--- src/rtl/univ_reg_behv.sv ---
// N-bit universal register: parallel load, shift, rotate and up/down count,
// with serial output, terminal-count and sticky overflow flags.
module univ_reg_behv #(
  parameter int            N       = 4,
  parameter logic [N-1:0]  RST_VAL = '0,
  parameter bit            SAT     = 1'b0
) (
  input  logic         clk,
  input  logic         rest,
  input  logic         en,
  input  logic [2:0]   mode,
  input  logic [N-1:0] d,
  input  logic         sin,
  input  logic         clr_ovf,
  output logic [N-1:0] q,
  output logic         sout,
  output logic         tc,
  output logic         ovf
);

  localparam logic [N-1:0] ALL_ONES = '1;
  localparam logic [N-1:0] ZERO     = '0;

  typedef enum logic [2:0] {
    M_HOLD = 3'b000,
    M_LOAD = 3'b001,
    M_SHL  = 3'b010,
    M_SHR  = 3'b011,
    M_ROTL = 3'b100,
    M_ROTR = 3'b101,
    M_UP   = 3'b110,
    M_DOWN = 3'b111
  } mode_t;

  // Returns {boundary_hit, next_value}; at the boundary the value wraps or pins.
  function automatic logic [N:0] count_up(input logic [N-1:0] v);
    if (v == ALL_ONES)
      return {1'b1, (SAT ? ALL_ONES : ZERO)};
    else
      return {1'b0, v + N'(1)};
  endfunction

  function automatic logic [N:0] count_down(input logic [N-1:0] v);
    if (v == ZERO)
      return {1'b1, (SAT ? ZERO : ALL_ONES)};
    else
      return {1'b0, v - N'(1)};
  endfunction

  logic [N-1:0] q_nxt;
  logic         sout_nxt;
  logic         wrap;
  logic [N:0]   cnt;

  always_comb begin
    q_nxt    = q;
    sout_nxt = sout;
    wrap     = 1'b0;
    cnt      = '0;
    case (mode_t'(mode))
      M_HOLD: q_nxt = q;
      M_LOAD: q_nxt = d;
      M_SHL: begin
        q_nxt    = {q[N-2:0], sin};
        sout_nxt = q[N-1];
      end
      M_SHR: begin
        q_nxt    = {sin, q[N-1:1]};
        sout_nxt = q[0];
      end
      M_ROTL: begin
        q_nxt    = {q[N-2:0], q[N-1]};
        sout_nxt = q[N-1];
      end
      M_ROTR: begin
        q_nxt    = {q[0], q[N-1:1]};
        sout_nxt = q[0];
      end
      M_UP: begin
        cnt   = count_up(q);
        wrap  = cnt[N];
        q_nxt = cnt[N-1:0];
      end
      M_DOWN: begin
        cnt   = count_down(q);
        wrap  = cnt[N];
        q_nxt = cnt[N-1:0];
      end
      default: q_nxt = q;
    endcase
  end

  // Single register stage; a boundary event outranks clr_ovf on the same edge.
  always_ff @(posedge clk) begin
    if (!rest) begin
      q    <= RST_VAL;
      sout <= 1'b0;
      ovf  <= 1'b0;
    end else begin
      if (en) begin
        q    <= q_nxt;
        sout <= sout_nxt;
      end
      if (en && wrap)
        ovf <= 1'b1;
      else if (clr_ovf)
        ovf <= 1'b0;
    end
  end

  assign tc = ((mode == M_UP) && (q == ALL_ONES)) ||
              ((mode == M_DOWN) && (q == ZERO));

endmodule
--- config.mk ---
export PLATFORM = sky130hd
export DESIGN_NAME = univ_reg_behv
export DESIGN_NICKNAME = d
export VERILOG_FILES = /design/src/rtl/univ_reg_behv.sv
export SDC_FILE = /design/constraint.sdc
export NUM_CORES = 1
export LEC_CHECK = 0
export ABC_CLOCK_PERIOD_IN_PS = 4100
export BUFFER_PORTS_ARGS = -buffer_cell sky130_fd_sc_hd__clkbuf_2
export CAP_MARGIN = 20
export CORE_AREA = 2 2 39 41
export CTS_CLUSTER_SIZE = 30
export DETAILED_ROUTE_END_ITERATION = 10
export DIE_AREA = 0 0 41 43
export PLACE_DENSITY = 0.71
export SLEW_MARGIN = 20
export SYNTH_ARGS = -nofsm -noshare
export SYNTH_HDL_FRONTEND = slang
export SYNTH_SLANG_ARGS = --single-unit
--- constraint.sdc ---
create_clock -name clk -period 4.1 [get_ports clk]
set_clock_uncertainty 0.05 [all_clocks]
set_input_delay 0.615 -clock clk [delete_from_list [all_inputs] [get_ports clk]]
set_output_delay 0.615 -clock clk [all_outputs]
set_load 0.02 [all_outputs]
Yosys cells after proc, flatten, opt, wreduce, memory -nomap -nowiden

Index checks and enable logic that the tools add are counted.

Bits in latches: 0
Output and inout port bits: 7
RAM bits: 0
Flip-flop bits (word level): 6
Word-level logic and storage cells: 33
Memory bits (read-only): 0
Bits of input ports: 12
Memories kept: 0

Bitwise operators: 1
Magnitude comparators: 0
Multipliers: 0
Equality and inequality tests: 8
Shift operators: 0
Mux-type cells: 7
Add/subtract/negate cells: 2
Reduce and logical (&&, ||, !) cells: 12
Divide/modulo/power cells: 0

Operators with widths:

| operator                                         | count |
|---|---|
| case mux 4 bit (7 select lines)                  | 1 |
| == test 3 bit, second input constant             | 4 |
| two-way mux 5 bit                                | 2 |
| == test 3 x 2 -> 1 bit, second input constant    | 2 |
| adder 4 x 1 -> 4 bit, second input constant      | 1 |
| == test 4 bit, second input constant             | 1 |
| logical NOT 4 bit                                | 1 |
| case mux 1 bit (2 select lines)                  | 2 |
| AND reduction 2 bit                              | 2 |
| nonzero test 2 bit                               | 2 |
| OR reduction 2 bit                               | 2 |
| subtractor 4 x 1 -> 4 bit, second input constant | 1 |
| == test 3 x 1 -> 1 bit, second input constant    | 1 |
| logical AND 1 bit                                | 3 |
| logical NOT 3 bit                                | 1 |
| two-way mux 1 bit                                | 2 |
| logical OR 1 bit                                 | 1 |
| NOT 1 bit                                        | 1 |

Logic depth before layout (Yosys ltp)

Gate-level depths: netlist (run 1).

Word-level depth: 5
Depth in mapped cells: 6
Depth with buffers taken out: 6

Least setup slack after synthesis (run 1)

Ideal clock, no wire load.

Kind: input port to output port
Start: in mode[0]
End: out tc
Stages on the path: 3
Required time: 3.435 ns
Buffers on the path: 1
Slack: 2.105 ns
Arrival time: 1.330 ns
Cell sequence: buf_6 -> nand4b_1 -> a21oi_1

Word-level cells in the longest chain between the ends: 3
Elaborated cells between the ends (all ways): 5
Those cells by class: eq/ne (2); reduce/logical (3)

Ends and longest elaborated chain:

| what                                        | line     | text |
|---|---|---|
| start, declared                             | 11       | `input logic [2:0] mode,` |
| == test 3 bit, on equally long branches     | 111, 112 |  |
| logical AND 1 bit, on equally long branches | 111, 112 |  |
| logical OR 1 bit (*)                        | 111      | `assign tc = ((mode == M_UP) && (q == ALL_ONES)) \|\|` |
| end, declared                               | 17       | `output logic tc,` |

Every way passes the cells marked *; elsewhere a longest branch is shown, timed or not.

Worst setup path after layout (run 1)

Same ends and word-level chain as after synthesis.

==> results.cfg, run 1 <==
[floorplanning]
ioPinCount = 19
dieHeight_um = 43
initial_core_util = 0.4268
design.core.area_mm2 = 0.001384
dieArea_mm2 = 0.001763
rows = 14
dieWidth_um = 41

[power_and_ir_drop]
combinational_cell_fraction_of_total_power = 0.338
netSwitchingFraction = 0.3479
leakagePower_nw = 0.2870
seq_power_share = 0.379
vdd_drop_max_uv = 116.3
cellInternalPower_w = 0.0001247
clock_power_share = 0.283
p_sw_w = 0.00006654
power_density_mw_per_mm2 = 282.0

[sta]
timing.final.hold_violations = 0
min_period_over_period = 0.5425
rsz_0062_raised_after_global_routing = false
finalWorstPathRequiredPeriod_ns = 2.224
maxSlewHeadroom = 0.7290
report.final.slew_viol_count = 0
setup_viol = 0
tightestPinTransition_ns = 0.4040
tns_ns = 0
maxClockFrequency_mhz = 449.6

[drt]
antenna_violating_nets_post_route = 0
vias_after_detailed_routing = 624
detail_route.wirelength_mm = 1.408
remaining_drc_errors = 0
wl_per_cell_um = 13.54
detailed_routing_iteration_count_for_the_pre_antenna_repair_pass = 7
drt_iter0_markers = 13
via_per_inst = 6.000

[logic_synthesis]
synth-warning-count = 0
portion_of_the_post_synthesis_area_used_by_sequential_elements = 0.2034
synth_area_leaders = dfxtp_1 20%, mux2i_1 8.5%, a21oi_1 7.6%
synth_seq_cells = 6
ys_dominant_reg_cell = dfxtp_1
post_synth_instance_area_um2 = 590.6
synth_cell_type_count = 36
syn-instance-count = 73
synth_top_area_frac = 0.2034
synth-edff-count = 0
synth_nets = 87
synthDominantAreaCellType = dfxtp_1
syn_area_per_cell_um2 = 8.090
synth_async_sr_flop_share = 0

[global_routing]
grt_first_pass_wirelength_mm = 2.387
first_global_vias = 558
grt.total_usage = 0.1970
grt_antenna_before_repair = 0
total_gr_overflow = 0
grt_max_degree = 19

[clocking]
cts-root-buf = clkbuf_4
clk_pin_slew_worst_paths_ns = 0.04
cts_resized = 0
cts-htree-levels = 1
cts-buffers-inserted = 3
cts-hold-fix-buffers = 0
cts_tree = built
cts_post_setup_buffers_inserted = 0
worst_skew_pair.late_latency_ns = 0.24
cts.sink_count = 6
clk_path_buf_depth = 2

[worst_setup_path]
worstSetupStartpointType = input pin
critical_path_required_ns = 3.43
end_kind = output port
worst-path-max-fanout = 18
setup.worst_path.class = in -> out
cp.arrival_ns = 1.56

[placement]
port-buffer-count = 18
place_congestion = 0.8571
total_placed_instance_area_um2 = 655.6
place_hpwl_mm = 1.033

[finish]
mostFrequentLayoutCell = clkbuf_2
final_layout_size_suffix_gt1_frac = 0.2614
antennaDiodeCount = 0
finish.net_count = 104
fillers = 150
combined_area_of_the_multi_input_logic_cells_um2 = 414.1
area_taken_by_flip_flops_and_latches_um2 = 120.1
most_frequent_cells_in_the_layout = 18 x clkbuf_2, 9 x a21oi_1, 7 x nand2_1, 6 x dfxtp_1, 5 x mux2i_1
syn_to_final_growth_pct = 14.83
postLayoutCellArea_um2 = 678.2

[run_status]
status = finished, final reports clean

[hold_path]
hold_path_class = reg -> reg

[flow_run]
maxCapViolations = 0
==> routing by layer <==
layer / vias up / global-route usage / share of wire
li1: 311 / - / -
met5: - / 0 / 0
met4: 0 / 0.09333 / 0.015
met1: 287 / 0.2774 / 0.46
met2: 21 / 0.2813 / 0.49
met3: 5 / 0.03141 / 0.037
==> worst paths after layout <==
path	slack [ns]	end	cells past startpoint	start
setup / recovery	1.88	tc	4	mode[0]
hold / removal	0.46	sout	2	sout
setup reg to reg	2.22	q[0]	6	q[0]
hold reg to reg	0.46	sout	2	sout
==> state kept, by name, indices dropped and copies added, names as in the netlist <==
register  count
q             4
sout          1
ovf           1
==> cells in the mapped netlist, drive strengths merged (2+ instances only) <==
cell,count
ha,2
inv,3
nand2,7
mux2i,5
nand3b,2
nor2,2
buf,6
a211oi,2
o21ai,3
nor2b,3
xnor2,2
dfxtp,6
a21oi,9
o31ai,2
==> power groups by stage <==
stage | logic (W) | registers (W) | clock network (W)
final | 0.0000647 | 0.0000724 | 0.0000541
after global routing | 0.0000728 | 0.0000739 | 0.0000642
after CTS | 0.0000649 | 0.0000724 | 0.0000563
after detailed placement | 0.0000645 | 0.0000736 | 0
after global placement | 0.0000634 | 0.0000730 | 0
after floorplan | 0.0000470 | 0.0000736 | 0
==> critical path: stages <==
cell      delay, ns
clkbuf_2       0.26
nand4b_1       0.28
a21oi_1        0.21
clkbuf_2       0.19
==> stage by stage <==
| stage | util | total power (W) | setup WS, ns | std cells | hold slack [ns] |
|---|---|---|---|---|---|
| 2_1_floorplan | - | 0.0001206 | 2.105 | 73 | 0.5345 |
| 3_3_place_gp | 0.4738 | 0.0001364 | 1.893 | 101 | 0.4497 |
| 3_5_place_dp | 0.4738 | 0.0001381 | 1.867 | 101 | 0.4608 |
| 4_1_cts | 0.4901 | 0.0001936 | 1.866 | 104 | 0.4638 |
| 5_1_grt | 0.4901 | 0.0002110 | 1.746 | 104 | 0.5067 |
| 6_report | 0.4901 | 0.0001913 | 1.876 | 104 | 0.4622 |
==> cell type report <==
| cell class | instances | area share |
|---|---|---|
| inverters | 3 | 0.01661 |
| clock buffers | 3 | 0.03321 |
| well taps | 16 | 0.02952 |
| repair buffers | 18 | 0.1328 |
| multi-input cells | 58 | 0.6107 |
| flip-flops and latches | 6 | 0.1771 |
==> cells by family (layout without fill, tap and decap cells) <==
kind of cell / count (synthesis) / after routing / share of synthesized area
XOR/XNOR: 3 / 3 / 0.04450
adder cells (fa/ha/maj): 2 / 2 / 0.04237
flip-flops: 6 / 6 / 0.2034
multiplexers: 5 / 5 / 0.08475
AND/OR/NAND/NOR: 21 / 21 / 0.2098
buffers and inverters: 9 / 24 / 0.09533
AO/OA/AOI/OAI: 27 / 27 / 0.3199
Note: power is estimated with default switching activity, not from simulation.
==> inputs of run 2 (changes only) <==
==> config.mk (replaced) <==
export PLATFORM = sky130hd
export DESIGN_NAME = univ_reg_behv
export DESIGN_NICKNAME = d
export VERILOG_FILES = /design/src/rtl/univ_reg_behv.sv
export SDC_FILE = /design/constraint.sdc
export NUM_CORES = 1
export LEC_CHECK = 0
export ABC_CLOCK_PERIOD_IN_PS = 1780
export BUFFER_PORTS_ARGS = -buffer_cell sky130_fd_sc_hd__clkbuf_2
export CAP_MARGIN = 20
export CORE_MARGIN = 2
export CORE_UTILIZATION = 43
export CTS_CLUSTER_SIZE = 30
export DETAILED_ROUTE_END_ITERATION = 10
export PLACE_DENSITY = 0.72
export SLEW_MARGIN = 20
export SYNTH_ARGS = -nofsm -noshare
export SYNTH_HDL_FRONTEND = slang
export SYNTH_SLANG_ARGS = --single-unit
==> constraint.sdc (replaced) <==
create_clock -name clk -period 1.78 [get_ports clk]
set_clock_uncertainty 0.05 [all_clocks]
set_input_delay 0.267 -clock clk [delete_from_list [all_inputs] [get_ports clk]]
set_output_delay 0.267 -clock clk [all_outputs]
set_load 0.02 [all_outputs]
==> results.cfg, run 2 (synthesized netlist as in run 1, its figures left out) <==
[run_status]
status = finished, final reports clean

[finish]
top_register = q
area_taken_by_flip_flops_and_latches_um2 = 122.6
largest_reg_flops = 4
finish.net_count = 108
antennaDiodeCount = 0
combined_area_of_the_multi_input_logic_cells_um2 = 422.9
fillers = 120
finalCoreUtilization = 0.5589
mostFrequentLayoutCell = clkbuf_2
top_regs = q: 4 flops, ovf: 1 flops, sout: 1 flops
final_layout_size_suffix_gt1_frac = 0.3587
syn_to_final_growth_pct = 21.61
most_frequent_cells_in_the_layout = 17 x clkbuf_2, 8 x a21oi_1, 7 x nand2_1, 5 x mux2i_1

[power_and_ir_drop]
cellInternalPower_w = 0.0002980
vdd_drop_max_uv = 587.4
leakagePower_nw = 0.3047
combinational_cell_fraction_of_total_power = 0.366
power_density_mw_per_mm2 = 638.2
seq_power_share = 0.358
clock_power_share = 0.276
p_sw_w = 0.0001603
netSwitchingFraction = 0.3499

[worst_setup_path]
setup.reg_to_reg.worst_slack_ns = 0.15
end_kind = output port
critical_path_required_ns = 1.46
ff2ff_path_depth = 6
worst-path-max-fanout = 8
worstReg2RegStart = q[0]
setup.worst_path.class = reg -> out
worstSetupStartpointType = register
cp.arrival_ns = 1.38
crit-reg2reg-capture = q[0]

[drt]
via_per_inst = 5.822
highest-signal-layer = met3
wl_met1_um = 720
drt_iter0_markers = 3
vias_after_detailed_routing = 623
detailed_routing_iteration_count_for_the_pre_antenna_repair_pass = 4
wl_per_cell_um = 14.10
detail_route.wirelength_mm = 1.509
remaining_drc_errors = 0
routed-wl-met3_um = 72
antenna_violating_nets_post_route = 0
met2_length_um = 716

[clocking]
cts_tree = built
worst_skew_pair.late_latency_ns = 0.25
cts-htree-levels = 1
cts-root-buf = clkbuf_4
cts.sink_count = 6
clk_pin_slew_worst_paths_ns = 0.05
cts_post_setup_buffers_inserted = 0
clk_path_buf_depth = 2
cts-buffers-inserted = 3

[sta]
tightestPinTransition_ns = 0.3570
maxSlewHeadroom = 0.7620
worst_slack_on_hold_paths_ns = 0.2258
rsz_0062_raised_after_global_routing = false
finalWorstPathRequiredPeriod_ns = 1.701
tns_ns = 0
report.final.slew_viol_count = 0
post-route-worst-setup-slack_ns = 0.07896
timing.final.hold_violations = 0
setup_viol = 0
min_period_over_period = 0.9556
maxClockFrequency_mhz = 587.9

[global_routing]
first_global_vias = 504
total_gr_overflow = 0
grt_antenna_before_repair = 0
grt.total_usage = 0.2206
grt_max_degree = 16
grt_first_pass_wirelength_mm = 2.421

[floorplanning]
initial_core_util = 0.4596
ioPinCount = 19
dieWidth_um = 41.06
dieArea_mm2 = 0.001686
dieHeight_um = 41.06
rows = 13
design.core.area_mm2 = 0.001285

[hold_path]
hold_path_class = in -> reg
min_path_cells = 3
min_from = rest
whs_endpoint = q[1]

[placement]
place_congestion = 0.8380
pre_cts_slack_ns = 0.07660
port-buffer-count = 18
place_hpwl_mm = 1.090

[flow_run]
maxCapViolations = 0
==> run 2: cell types whose count changed in the layout (fill, tap and decap cells not counted), sizes merged <==
cell	before	now
buf	0	5
clkbuf	21	20
==> run 2: timing repair <==
| action | CTS | global route |
|---|---|---|
| hold buffers | 0 | 0 |
| pin swaps | 0 | 0 |
| setup endpoints to repair | 1 | 2 |
| gates resized for setup | 1 | 5 |
| hold endpoints to repair | 0 | 0 |
==> run 2: area by class of cell <==
class,instances,share of cell area
flip-flops and latches,6,0.1707
inverters,3,0.01568
multi-input cells,58,0.5889
well taps,15,0.02613
clock buffers,3,0.03136
repair buffers,22,0.1672
==> run 2: worst max-delay path: stages (launching register included) <==
cell       delay [ns]
dfxtp_2          0.36
inv_2            0.09
ha_2             0.21
nand4bb_1        0.13
a21oi_2          0.17
buf_2            0.18
==> run 2: per-layer routing <==
metal  track usage  vias up
li1              -      323
met1        0.3301      282
met2        0.3242       18
met3       0.06522        0
met4             0        0
met5             0        -
==> run 2: worst max-delay path by stage <==
stage,start,endpoint,cells past startpoint
floorplan,q[1],q[0],6
global placement,q[0],q[0],6
detailed placement,q[0],q[0],6
CTS,q[0],tc,5
global route,q[0],tc,5
finish,q[0],tc,5
==> run 2: power by group through the flow <==
stage	Combinational (W)	Sequential, W	Clock (W)
global route	0.000188	0.000166	0.000137
floorplan	0.000108	0.000170	0
detailed placement	0.000163	0.000165	0
finish	0.000168	0.000164	0.000127
CTS	0.000165	0.000163	0.000131
global placement	0.000161	0.000164	0
==> run 2: stage by stage <==
stage	instances	power, W	cell area, µm²
global placement	104	0.0003248	685.7
CTS	107	0.0004578	711.9
global route	107	0.0004907	718.2
floorplan	73	0.0002784	591.8
finish	107	0.0004583	718.2
detailed placement	104	0.0003275	685.7
